**config.mk**
```make
export PLATFORM = sky130hd
export DESIGN_NAME = tetris_render_pipe
export DESIGN_NICKNAME = d
export VERILOG_FILES = /design/src/rtl/tetris_render_pipe.sv
export SDC_FILE = /design/constraint.sdc
export NUM_CORES = 1
export LEC_CHECK = 0
export CAP_MARGIN = 20
export CORE_MARGIN = 8
export CORE_UTILIZATION = 40
export DETAILED_ROUTE_END_ITERATION = 10
export GPL_ROUTABILITY_DRIVEN = 0
export HOLD_SLACK_MARGIN = 0.08
export PLACE_DENSITY_LB_ADDON = 0.2
export SLEW_MARGIN = 40
export SYNTH_ARGS = -nofsm -noshare
export SYNTH_HDL_FRONTEND = slang
export SYNTH_SLANG_ARGS = --single-unit
export TNS_END_PERCENT = 20
```
**constraint.sdc**
```tcl
create_clock -name clk -period 12.59 [get_ports clk]
set_input_delay 2.518 -clock clk [delete_from_list [all_inputs] [get_ports clk]]
set_output_delay 2.518 -clock clk [all_outputs]
set_load 0.03 [all_outputs]
```
**src/rtl/tetris_render_pipe.sv**
```systemverilog
// -----------------------------------------------------------------------------
// tetris_render_pipe
// Three-stage pixel renderer for the Tetris VGA path. It produces one pixel per
// clock with no stalls.
//   S1: Geometry decode (board, border and overlay window tests). Registers the
//       tile and overlay ROM addresses.
//   S2: Synchronous ROMs return data. The S1 flags are delayed to stay aligned.
//   S3: Colour priority mux. Registers color and color_valid.
// Ports:
//   clk, rst           clock, synchronous active-high reset
//   pix_valid, x, y    raster coordinate, qualified by pix_valid
//   frame_start        one-cycle pulse at the start of each frame
//   state              0 cover, 1 play, 2 over, 3 pause
//   shape              colour index of the active piece
//   is_position        pixel lies in the active piece
//   is_occupy          pixel lies in a locked cell
//   clear_pulse        starts a line-clear flash on the rows in clear_mask
//   clear_mask         rows being cleared
//   tile_addr          {shape_sel, yr*CELL+xr} to the tile ROM
//   ovl_addr, ovl_sel  overlay ROM address and image select
//   tile_rgb, ovl_rgb  ROM data, one cycle after the address
//   color, color_valid rendered pixel, 3 cycles after pix_valid
// -----------------------------------------------------------------------------
module tetris_render_pipe #(
    parameter int          CELL         = 24,
    parameter int          BOARD_X0     = 200,
    parameter int          BOARD_Y0     = 0,
    parameter int          COLS         = 10,
    parameter int          ROWS         = 20,
    parameter int          BORDER       = 3,
    parameter int          OVL_X0       = 170,
    parameter int          OVL_Y0       = 140,
    parameter int          OVL_W        = 300,
    parameter int          OVL_H        = 200,
    parameter int          BLINK_FRAMES = 30,
    parameter int          FLASH_FRAMES = 24,
    parameter logic [11:0] BORDER_RGB   = 12'h79b
) (
    input  logic                             clk,
    input  logic                             rst,
    input  logic                             pix_valid,
    input  logic [9:0]                       x,
    input  logic [8:0]                       y,
    input  logic                             frame_start,
    input  logic [1:0]                       state,
    input  logic [2:0]                       shape,
    input  logic                             is_position,
    input  logic                             is_occupy,
    input  logic                             clear_pulse,
    input  logic [ROWS-1:0]                  clear_mask,
    output logic [$clog2(CELL*CELL)+3-1:0]   tile_addr,
    output logic [16:0]                      ovl_addr,
    output logic                             ovl_sel,
    input  logic [11:0]                      tile_rgb,
    input  logic [11:0]                      ovl_rgb,
    output logic [11:0]                      color,
    output logic                             color_valid
);

    localparam int OW  = $clog2(CELL*CELL);
    localparam int TAW = OW + 3;
    localparam int RW  = $clog2(ROWS);
    localparam int BW  = $clog2(BLINK_FRAMES);
    localparam int FW  = $clog2(FLASH_FRAMES + 1);

    // Geometry working values. These are signed so that pixels left of or
    // above the board give negative offsets instead of wrapping.
    int             dx_s, dy_s, xr_s, yr_s, row_s, ovl_off_s;
    logic           in_board_s, in_border_s, in_ovl_s;
    logic [2:0]     shape_sel_s;

    // Stage 1 registers
    logic           v1_q, v1_d;
    logic           in_board1_q, in_board1_d;
    logic           in_border1_q, in_border1_d;
    logic           in_ovl1_q, in_ovl1_d;
    logic [RW-1:0]  row1_q, row1_d;
    logic           pos1_q, pos1_d;
    logic           occ1_q, occ1_d;
    logic [1:0]     state1_q, state1_d;
    logic [TAW-1:0] tile_addr_q, tile_addr_d;
    logic [16:0]    ovl_addr_q, ovl_addr_d;
    logic           ovl_sel_q, ovl_sel_d;

    // Stage 2 registers
    logic           v2_q, in_board2_q, in_border2_q, in_ovl2_q, pos2_q, occ2_q;
    logic [RW-1:0]  row2_q;
    logic [1:0]     state2_q;

    // Stage 3 registers
    logic [11:0]    color_q, color_d;
    logic           color_valid_q, color_valid_d;

    // Frame-based control state
    logic [1:0]     prev_state_q, prev_state_d;
    logic           blink_on_q, blink_on_d;
    logic [BW-1:0]  frame_cnt_q, frame_cnt_d;
    logic [FW-1:0]  flash_cnt_q, flash_cnt_d;
    logic [ROWS-1:0] flash_mask_q, flash_mask_d;
    logic           pause_entry_s, flash_hit_s;

    // Stage 1 decode: board, border, overlay window and ROM addresses
    always_comb begin
        dx_s        = int'(x) - BOARD_X0;
        dy_s        = int'(y) - BOARD_Y0;
        in_board_s  = (dx_s >= 0) && (dx_s < COLS*CELL) &&
                      (dy_s >= 0) && (dy_s < ROWS*CELL);
        in_border_s = !in_board_s &&
                      (dx_s >= -BORDER) && (dx_s < COLS*CELL + BORDER) &&
                      (dy_s >= -BORDER) && (dy_s < ROWS*CELL + BORDER);
        in_ovl_s    = (int'(x) >= OVL_X0) && (int'(x) < OVL_X0 + OVL_W) &&
                      (int'(y) >= OVL_Y0) && (int'(y) < OVL_Y0 + OVL_H);
        // Only in-board offsets are meaningful; outside the board the cell
        // coordinates are forced to 0 so the row never indexes clear_mask.
        if (in_board_s) begin
            xr_s  = dx_s % CELL;
            yr_s  = dy_s % CELL;
            row_s = dy_s / CELL;
        end else begin
            xr_s  = 0;
            yr_s  = 0;
            row_s = 0;
        end
        if (in_ovl_s) begin
            ovl_off_s = (int'(x) - OVL_X0) + OVL_W * (int'(y) - OVL_Y0);
        end else begin
            ovl_off_s = 0;
        end
        if (is_position) begin
            shape_sel_s = shape;
        end else if (is_occupy) begin
            shape_sel_s = 3'd7;
        end else begin
            shape_sel_s = 3'd0;
        end
        v1_d         = pix_valid;
        in_board1_d  = in_board_s;
        in_border1_d = in_border_s;
        in_ovl1_d    = in_ovl_s;
        row1_d       = RW'(row_s);
        pos1_d       = is_position;
        occ1_d       = is_occupy;
        state1_d     = state;
        tile_addr_d  = {shape_sel_s, OW'(yr_s * CELL + xr_s)};
        ovl_addr_d   = 17'(ovl_off_s);
        ovl_sel_d    = (state != 2'd0);
    end

    // Stage 1 registers, including the ROM address outputs
    always_ff @(posedge clk) begin
        if (rst) begin
            v1_q         <= 1'b0;
            in_board1_q  <= 1'b0;
            in_border1_q <= 1'b0;
            in_ovl1_q    <= 1'b0;
            row1_q       <= '0;
            pos1_q       <= 1'b0;
            occ1_q       <= 1'b0;
            state1_q     <= 2'd0;
            tile_addr_q  <= '0;
            ovl_addr_q   <= 17'd0;
            ovl_sel_q    <= 1'b0;
        end else begin
            v1_q         <= v1_d;
            in_board1_q  <= in_board1_d;
            in_border1_q <= in_border1_d;
            in_ovl1_q    <= in_ovl1_d;
            row1_q       <= row1_d;
            pos1_q       <= pos1_d;
            occ1_q       <= occ1_d;
            state1_q     <= state1_d;
            tile_addr_q  <= tile_addr_d;
            ovl_addr_q   <= ovl_addr_d;
            ovl_sel_q    <= ovl_sel_d;
        end
    end

    // Stage 2: delay the flags while the ROMs look up their data
    always_ff @(posedge clk) begin
        if (rst) begin
            v2_q         <= 1'b0;
            in_board2_q  <= 1'b0;
            in_border2_q <= 1'b0;
            in_ovl2_q    <= 1'b0;
            row2_q       <= '0;
            pos2_q       <= 1'b0;
            occ2_q       <= 1'b0;
            state2_q     <= 2'd0;
        end else begin
            v2_q         <= v1_q;
            in_board2_q  <= in_board1_q;
            in_border2_q <= in_border1_q;
            in_ovl2_q    <= in_ovl1_q;
            row2_q       <= row1_q;
            pos2_q       <= pos1_q;
            occ2_q       <= occ1_q;
            state2_q     <= state1_q;
        end
    end

    // Stage 3 colour priority. Bubbles produce colour 0.
    always_comb begin
        flash_hit_s   = (flash_cnt_q != '0) && in_board2_q &&
                        flash_mask_q[row2_q] && flash_cnt_q[2];
        color_valid_d = v2_q;
        color_d       = 12'h000;
        if (v2_q) begin
            case (state2_q)
                2'd0, 2'd2: begin
                    if (in_ovl2_q) begin
                        color_d = ovl_rgb;
                    end else begin
                        color_d = 12'h000;
                    end
                end
                2'd1, 2'd3: begin
                    if ((state2_q == 2'd3) && blink_on_q && in_ovl2_q) begin
                        color_d = ovl_rgb;
                    end else if (pos2_q || occ2_q) begin
                        if (flash_hit_s) begin
                            color_d = 12'hfff;
                        end else begin
                            color_d = tile_rgb;
                        end
                    end else if (in_border2_q) begin
                        color_d = BORDER_RGB;
                    end else begin
                        color_d = 12'h000;
                    end
                end
                default: color_d = 12'h000;
            endcase
        end else begin
            color_d = 12'h000;
        end
    end

    // Stage 3 output registers
    always_ff @(posedge clk) begin
        if (rst) begin
            color_q       <= 12'h000;
            color_valid_q <= 1'b0;
        end else begin
            color_q       <= color_d;
            color_valid_q <= color_valid_d;
        end
    end

    // Pause blink and line-clear flash sequencing
    always_comb begin
        prev_state_d  = state;
        pause_entry_s = (state == 2'd3) && (prev_state_q != 2'd3);
        blink_on_d    = blink_on_q;
        frame_cnt_d   = frame_cnt_q;
        // Entering pause restarts the blink with the overlay visible
        if (pause_entry_s) begin
            blink_on_d  = 1'b1;
            frame_cnt_d = '0;
        end else if ((state == 2'd3) && frame_start) begin
            if (frame_cnt_q == BW'(BLINK_FRAMES - 1)) begin
                frame_cnt_d = '0;
                blink_on_d  = ~blink_on_q;
            end else begin
                frame_cnt_d = frame_cnt_q + BW'(1'b1);
            end
        end else begin
            frame_cnt_d = frame_cnt_q;
        end

        flash_cnt_d  = flash_cnt_q;
        flash_mask_d = flash_mask_q;
        // A load takes precedence over a same-cycle frame decrement
        if ((state == 2'd0) || (state == 2'd2)) begin
            flash_cnt_d = '0;
        end else if (clear_pulse) begin
            flash_mask_d = clear_mask;
            flash_cnt_d  = FW'(FLASH_FRAMES);
        end else if (frame_start && (flash_cnt_q != '0)) begin
            flash_cnt_d = flash_cnt_q - FW'(1'b1);
        end else begin
            flash_cnt_d = flash_cnt_q;
        end
    end

    // Control state registers
    always_ff @(posedge clk) begin
        if (rst) begin
            prev_state_q <= 2'd0;
            blink_on_q   <= 1'b0;
            frame_cnt_q  <= '0;
            flash_cnt_q  <= '0;
            flash_mask_q <= '0;
        end else begin
            prev_state_q <= prev_state_d;
            blink_on_q   <= blink_on_d;
            frame_cnt_q  <= frame_cnt_d;
            flash_cnt_q  <= flash_cnt_d;
            flash_mask_q <= flash_mask_d;
        end
    end

    assign tile_addr   = tile_addr_q;
    assign ovl_addr    = ovl_addr_q;
    assign ovl_sel     = ovl_sel_q;
    assign color       = color_q;
    assign color_valid = color_valid_q;

endmodule
```
Yosys cells after proc, flatten, opt, wreduce, memory -nomap -nowiden
Cells that the tools add are included.
Word-level totals
  bits in registers: 101
  RAM bits: 0
  memories kept: 0
  memory bits (read-only): 0
  latch bits: 0
  word-level logic and storage cells: 119
Cells by class
  bitwise operators: 5
  reductions and logical operators: 38
  $add $sub $neg: 7
  multipliers: 2
  shift operators: 0
  divide/modulo/power cells: 3
  equality and inequality tests: 7
  muxes and demuxes: 18
  order comparisons: 13
Operators by type and width (number)
  $mux W12: 4
  $div A10 B6 Y32 const B: 1
  $mod A10 B6 Y32 const B: 1
  $mod A32 B6 Y32 const B: 1
  $mul A32 B3 Y7 const B: 1
  $mux W32: 1
  $lt A9 B9 Y1 const B: 3
  $pmux W12 S2: 1
  $lt A11 B9 Y1 const B: 2
  $sub A10 B8 Y11 const B: 2
  $logic_and A1 B1 Y1: 18
  $add A11 B17 Y17: 1
  $mul A8 B10 Y15 const A: 1
  $mux W5: 3
  $reduce_or A2 Y1: 7
  $ge A11 B1 Y1 const B: 1
  $ge A11 B3 Y1 const B: 1
  $mux W11: 1
  $add A10 B10 Y10: 1
  $ge A10 B3 Y1 const B: 1
  $ge A10 B8 Y1 const B: 1
  $lt A10 B9 Y1 const B: 1
  $mux W10: 1
  $sub A9 B8 Y10 const B: 1
  other kinds (20): 37

Depth between registers and ports, before layout
Gate-level depths: netlist of the first run.
  word-level depth: 10
  mapped depth: 29

Worst setup path before layout of the first run
No wires, ideal clock.
  path type: input-to-reg
  start: input y[3]
  end: register tile_addr_q[9], in the netlist tile_addr[9]
  path buffers: 1
  stages: 28
  library setup time: 0.131 ns
  arrival time: 7.957 ns
  path slack: 4.502 ns
  cell sequence: clkbuf_1 clkinv_1 ha_1 nor2b_1 a21oi_1 ha_1 nand2b_1 a221oi_2 o21ai_0 a221oi_1 xnor2_1 mux2_2 nand2_1 xnor2_1 nor2_1 ha_1 inv_1 fa_1 inv_1 ha_1 o21ai_0 nand2b_1 a21o_1 a21oi_1 xnor2_1 xnor2_1 nand3_1 nor3b_1
Between the ends
  cells in the longest elaborated chain, start to end: 6
  elaborated cells on any way between the ends: 9
Ends and longest elaborated chain
  start: declaration: line 43  | input logic [8:0] y,
  parallel branches: the longest is 5 deep, another holds $mod A10 B6 Y32
  $add A10 B10 Y10 (*): line 144  | tile_addr_d = {shape_sel_s, OW'(yr_s * CELL + xr_s)};
  end signal: assignment: line 172  | tile_addr_q <= tile_addr_d;
  end: declaration: line 81  | logic [TAW-1:0] tile_addr_q, tile_addr_d;
Every way passes the cells marked *.
A chain may end at the register's enable or synchronous reset.

Worst setup path after layout of the first run
Same ends and word-level chain as after synthesis.

==> qor.csv, run 1 <==
metric;value;unit
DRT antenna net count;0;
clk slew on worst S/H paths;0.08;ns
R2R cell count;8;
first-pass GRT wire length;31100;µm
DR WL/cell;14.5;µm
Worst Path Max Fanout;9;
CP Launch Type;primary input;
Setup crit end;tile_addr[9];
Critical Path AT;9.08;ns
CTS tree;built;
Final Hold Viols;0;
Avg Inst Size Synth;8.16;µm²
DP Area;0.00915;mm²
number of global-route vias before repair;6280;
Num CTS Buffers;9;
RSZ-0062 raised after global routing;no;
Fillers;1892;
VDD IR max;0.000138;V
PwrDens;137;mW/mm²
DR vias;6733;
Synthesis Warnings;0;
initial core utilization;0.405;
Hold WS;0.426;ns
Nets;1228;
ys flop type;dfxtp_1;
crit path from;y[3];
core area;0.0193;mm²
All-Layer GR Usage;0.155;
Slew @ Worst Pin;0.772;ns
DP HPWL;14900;µm
final critical-path share of the clock period;0.704;
sequential cell area;0.00202;mm²
initial antenna violation count;0;
# resized after CTS;0;
number of synthesized register bits;101;
DR iter-0 viols;333;
fraction of layout cells with a size suffix above 1;0.0475;
FP Rows;51;
antenna cell count;0;
Mapped Area;0.00780;mm²
final setup fails;0;
setup tns final;0;ns
DRC violations left;0;
critical setup path kind;in -> reg;
H-tree Lvls;3;
sequential share of the synthesized area;0.259;
fmax;113;MHz
IO Pins;119;
post-route minimum period;8.86;ns
Hold WC Path Type;reg -> reg;
# port buffers;118;
DRT Pass-1 Iters;5;
die area;0.0242;mm²
ys async rst share;0;
CTS root buffer;clkbuf_16;
cts hold-fix bufs;0;
Slew headroom;0.483;
Post-Synthesis Cells;955;
Die Ht;156;µm
Clock Skew;0.0119;ns
die width;156;µm
Syn-to-layout area delta;21.8;%
final wirelength;19100;µm
Max Cap Viol;0;
largest net degree at the start of global routing;55;
vias per inst;5.11;
post-synth net total;1136;
final cell count without fillers;1317;
Overflow after GRT;0;
CP required;12.81;ns
clk_lat worst skew;0.35;ns
outcome;finished clean;
P_leak;4.02;nW
dpl cells;1301;
Worst R2R Setup Slack;10.21;ns
area of the multi-input gates;0.00533;mm²
clk sinks;101;
RR Endpoint;color[9];
reg2reg start;row2_q[0];
finished layout cell area;0.00950;mm²
post-CTS repair timing setup buffer count;0;
CTS Buffer Depth;2;
critical path endpoint category;register;
Post-synth EDFFs;0;
Synth cell types;81;
max-slew violation count;0;
cell usage in the layout, fill, tap and decap left out, types with 5 or more instances in the layout:
cell type,instances
inv_1,81
clkdlybuf4s50_1,117
nand2b_1,16
or3_1,6
fa_1,17
ha_1,89
mux4_2,5
xnor2_1,45
nand3_1,22
a21o_1,14
nor2b_1,28
dfxtp_1,101
xor2_1,23
nand4_1,11
a31oi_1,6
nor3_1,19
o21ai_0,46
and2_1,5
mux2i_1,5
nand2_1,97
clkbuf_16,9
a22oi_1,12
a21oi_1,91
nor2_1,81
power by group:
group	total (W)	internal, W	switching, W
Clock	0.000297	0.000161	0.000136
Combinational	0.000656	0.000292	0.000364
Sequential	0.000344	0.000337	0.00000702
Total	0.00130	0.000790	0.000507
per-stage QoR:
stage                     total power, W   util  setup slack (ns)
final                            0.00130  0.493              3.73
after global routing             0.00141  0.493              3.17
after CTS                        0.00131  0.492              3.79
after detailed placement         0.00101  0.475              3.43
after global placement           0.00100  0.475              3.56
after floorplan                 0.000858      -              4.50
Yosys cell counts, types with 11 or more instances:
master    number  share of area
a22oi_1       12          0.012
xnor2_1       45          0.051
clkbuf_1      31          0.015
o21ai_0       46          0.030
xor2_1        24          0.027
nor2b_1       29          0.023
a21oi_1       91          0.058
nand2b_1      16          0.013
nor3_1        19          0.012
dfxtp_1      101           0.26
inv_1         81          0.039
nand4_1       11         0.0088
nand3_1       22          0.014
fa_1          17          0.044
nand2_1       97          0.047
a21o_1        14          0.013
ha_1          89           0.14
nor2_1        81          0.039
layout make-up:
| type | instances | area share |
|---|---|---|
| Clock buffer | 9 | 0.0237 |
| Tap cell | 265 | 0.0349 |
| Timing Repair Buffer | 119 | 0.125 |
| Multi-Input combinational cell | 734 | 0.561 |
| Inverter | 82 | 0.0324 |
| Sequential cell | 101 | 0.213 |
| Clock inverter | 7 | 0.0105 |
worst min-delay path by stage:
| stage | start | end | slack (ns) | depth (start not counted) |
|---|---|---|---|---|
| CTS | pos1_q | pos2_q | 0.43 | 1 |
| global placement | v1_q | color_valid_d | 0.41 | 1 |
| finish | occ1_q | occ2_q | 0.43 | 1 |
| detailed placement | row1_q[1] | row2_q[1] | 0.42 | 1 |
| floorplan | v1_q | color_valid_d | 0.41 | 1 |
| global route | pos1_q | pos2_q | 0.43 | 1 |
kinds of logic after synthesis:
logic type                 share of synthesized area
DFF                                            0.259
adders and majority gates                      0.188
xor gates and xnor gates                      0.0902
buffers and inverters                         0.0599
and+or+nand+nor                                0.201
muxes                                         0.0238
AOI/OAI and AO/OA                              0.178
worst max-delay path, cell delays in order:
cell and delay, ns:
clkdlybuf4s50_1 0.69, clkinv_1 0.33, ha_1 0.31, nor2b_1 0.23, a21oi_1 0.13, ha_1 0.33
nand2b_1 0.18, a221oi_2 0.48, o21ai_0 0.24, a221oi_1 0.34, xnor2_1 0.24, mux2_2 0.40
nand2_1 0.10, xnor2_1 0.12, nor2_1 0.08, ha_1 0.32, inv_1 0.06, fa_1 0.53
inv_1 0.04, ha_1 0.32, o21ai_0 0.09, nand2b_1 0.10, a21o_1 0.18, a21oi_1 0.17
xnor2_1 0.15, xnor2_1 0.15, nand3_1 0.09, nor3b_1 0.14
per-layer routing:
| layer | wire length (µm) | GRT usage | part of all wire |
|---|---|---|---|
| met1 | 9080 | 0.204 | 0.48 |
| met2 | 8950 | 0.260 | 0.47 |
| met3 | 826 | 0.0263 | 0.043 |
| met4 | 231 | 0.0374 | 0.012 |
| met5 | 0 | 0 | 0 |
state kept, by name, summed over array words and instances (netlist names), 2 cells and up:
signal / count
frame_cnt_q: 5
color: 12
flash_mask_q: 20
tile_addr: 13
flash_cnt_q: 5
row2_q: 5
state2_q: 2
prev_state_q: 2
ovl_addr: 17
row1_q: 5
No activity file was read; power rests on OpenSTA's default activity.
==> run 2, diff against run 1 <==
==> constraint.sdc (replaced) <==
create_clock -name clk -period 7.35 [get_ports clk]
set_input_delay 1.47 -clock clk [delete_from_list [all_inputs] [get_ports clk]]
set_output_delay 1.47 -clock clk [all_outputs]
set_load 0.03 [all_outputs]
==> qor.csv, run 2 (same netlist as run 1, synthesis figures left out) <==
metric;value;unit
outcome;finished clean;
clk sinks;101;
CTS Buffer Depth;2;
initial antenna violation count;0;
max reg flops;20;
DP HPWL;14900;µm
Num CTS Buffers;9;
first-pass GRT wire length;30300;µm
switch share;0.394;
DRT antenna net count;0;
Critical Path AT;7.16;ns
fin worst setup slack;0.402;ns
DP Area;0.00936;mm²
Flop pwr share;0.268;
DRT Pass-1 Iters;6;
Hold WC Path Type;reg -> reg;
final wirelength;18900;µm
FP Rows;51;
antenna cell count;0;
Max Cap Viol;0;
Crit path buffers/inverters;4;
critical path endpoint category;register;
P_leak;4.13;nW
Psw;0.000868;W
Nets;1254;
CTS tree;built;
max-slew violation count;0;
CP required;7.56;ns
PwrDens;227;mW/mm²
Largest Register;flash_mask_q;
DR vias;6828;
Worst Path Max Fanout;3;
fmax;144;MHz
die width;156;µm
die area;0.0242;mm²
post-route minimum period;6.95;ns
H-tree Lvls;3;
critical path's slowest cell;fa_1;
Final Hold Viols;0;
clk_lat worst skew;0.35;ns
All-Layer GR Usage;0.151;
DR WL/cell;14.1;µm
largest net degree at the start of global routing;55;
IO Pins;119;
vias per inst;5.08;
final critical-path share of the clock period;0.945;
clock network power share;0.219;
DRC violations left;0;
core area;0.0193;mm²
VDD IR max;0.000278;V
Syn-to-layout area delta;24.1;%
number of global-route vias before repair;6412;
fraction of layout cells with a size suffix above 1;0.0705;
initial core utilization;0.405;
clk slew on worst S/H paths;0.08;ns
commonest non-fill, non-tap cells in the layout;117 x clkdlybuf4s50_1, 101 x dfxtp_1, 97 x nand2_1, 90 x a21oi_1, 89 x ha_1;
DR iter-0 viols;289;
Overflow after GRT;0;
critical setup path kind;in -> reg;
Fillers;1931;
CP Launch Type;primary input;
Clock Skew;0.0132;ns
combinational share of power;0.513;
Die Ht;156;µm
internal power;0.00133;W
worst stage delay on the critical path;0.53;ns
finished layout cell area;0.00968;mm²
Slew @ Worst Pin;0.771;ns
RSZ-0062 raised after global routing;no;
commonest non-fill, non-tap cell in the layout;clkdlybuf4s50_1;
worst slack, placed;-0.0522;ns
CTS root buffer;clkbuf_16;
Slew headroom;0.485;
cell family with most CP delay;adder cells;
critical path's most frequent cell;ha_1;
final setup fails;0;
# port buffers;118;
[run 2: power groups by stage]
stage | combinational (W) | sequential, W | clock (W)
final | 0.00113 | 0.000589 | 0.000482
after global routing | 0.00128 | 0.000593 | 0.000517
after detailed placement | 0.00113 | 0.000602 | 0
after CTS | 0.00114 | 0.000590 | 0.000497
after global placement | 0.00113 | 0.000602 | 0
after floorplan | 0.000834 | 0.000635 | 0
[run 2: metrics by stage]
step / TNS (ns) / hold slack (ns) / instances / power (W) / util
2_1_floorplan: 0 / 0.414 / 955 / 0.00147 / -
3_3_place_gp: 0 / 0.416 / 1327 / 0.00173 / 0.485
3_5_place_dp: -0.0522 / 0.423 / 1327 / 0.00173 / 0.485
4_1_cts: 0 / 0.428 / 1343 / 0.00222 / 0.502
5_1_grt: 0 / 0.446 / 1343 / 0.00239 / 0.502
6_report: 0 / 0.429 / 1343 / 0.00220 / 0.502
[run 2: routing by layer]
layer  vias to the layer above  share of wire  track usage  routed length, µm
li1                       3513              -            -                  -
met1                      3153           0.48        0.198               9090
met5                         -              0            0                  0
met3                        16          0.047       0.0321                891
met4                         0          0.013       0.0416                242
met2                       146           0.46        0.247               8680
[run 2: cell type report]
class | count | area (µm²) | area share
multi-input cells | 734 | 5330 | 0.550
flip-flops and latches | 101 | 2020 | 0.209
repair buffers | 145 | 1380 | 0.142
well taps | 265 | 332 | 0.0343
inverters | 82 | 308 | 0.0318
clock buffers | 9 | 225 | 0.0233
clock inverters | 7 | 86.3 | 0.00892
[run 2: worst reg2reg max path, cell delays in order, from the launching register on]
cell and delay [ns]:
dfxtp_1 0.56, mux4_2 0.58, mux2i_1 0.13, o21ai_0 0.09, o2111a_1 0.40, o21ai_0 0.25, a21oi_1 0.09, a31oi_1 0.16
nor2_1 0.06
[run 2: repair_timing]
item,CTS,global route
resized for setup,0,3
setup buffers,0,0
hold buffers,0,0
endpoints found under the setup margin,0,1
[run 2: path summary, 6_finish.rpt]
kind | startpoint | to | slack [ns] | cells after the start
max | y[3] | tile_addr[9] | 0.40 | 29
min | occ1_q | occ2_q | 0.43 | 1
max reg2reg | row2_q[0] | color[10] | 4.92 | 8
min reg2reg | occ1_q | occ2_q | 0.43 | 1
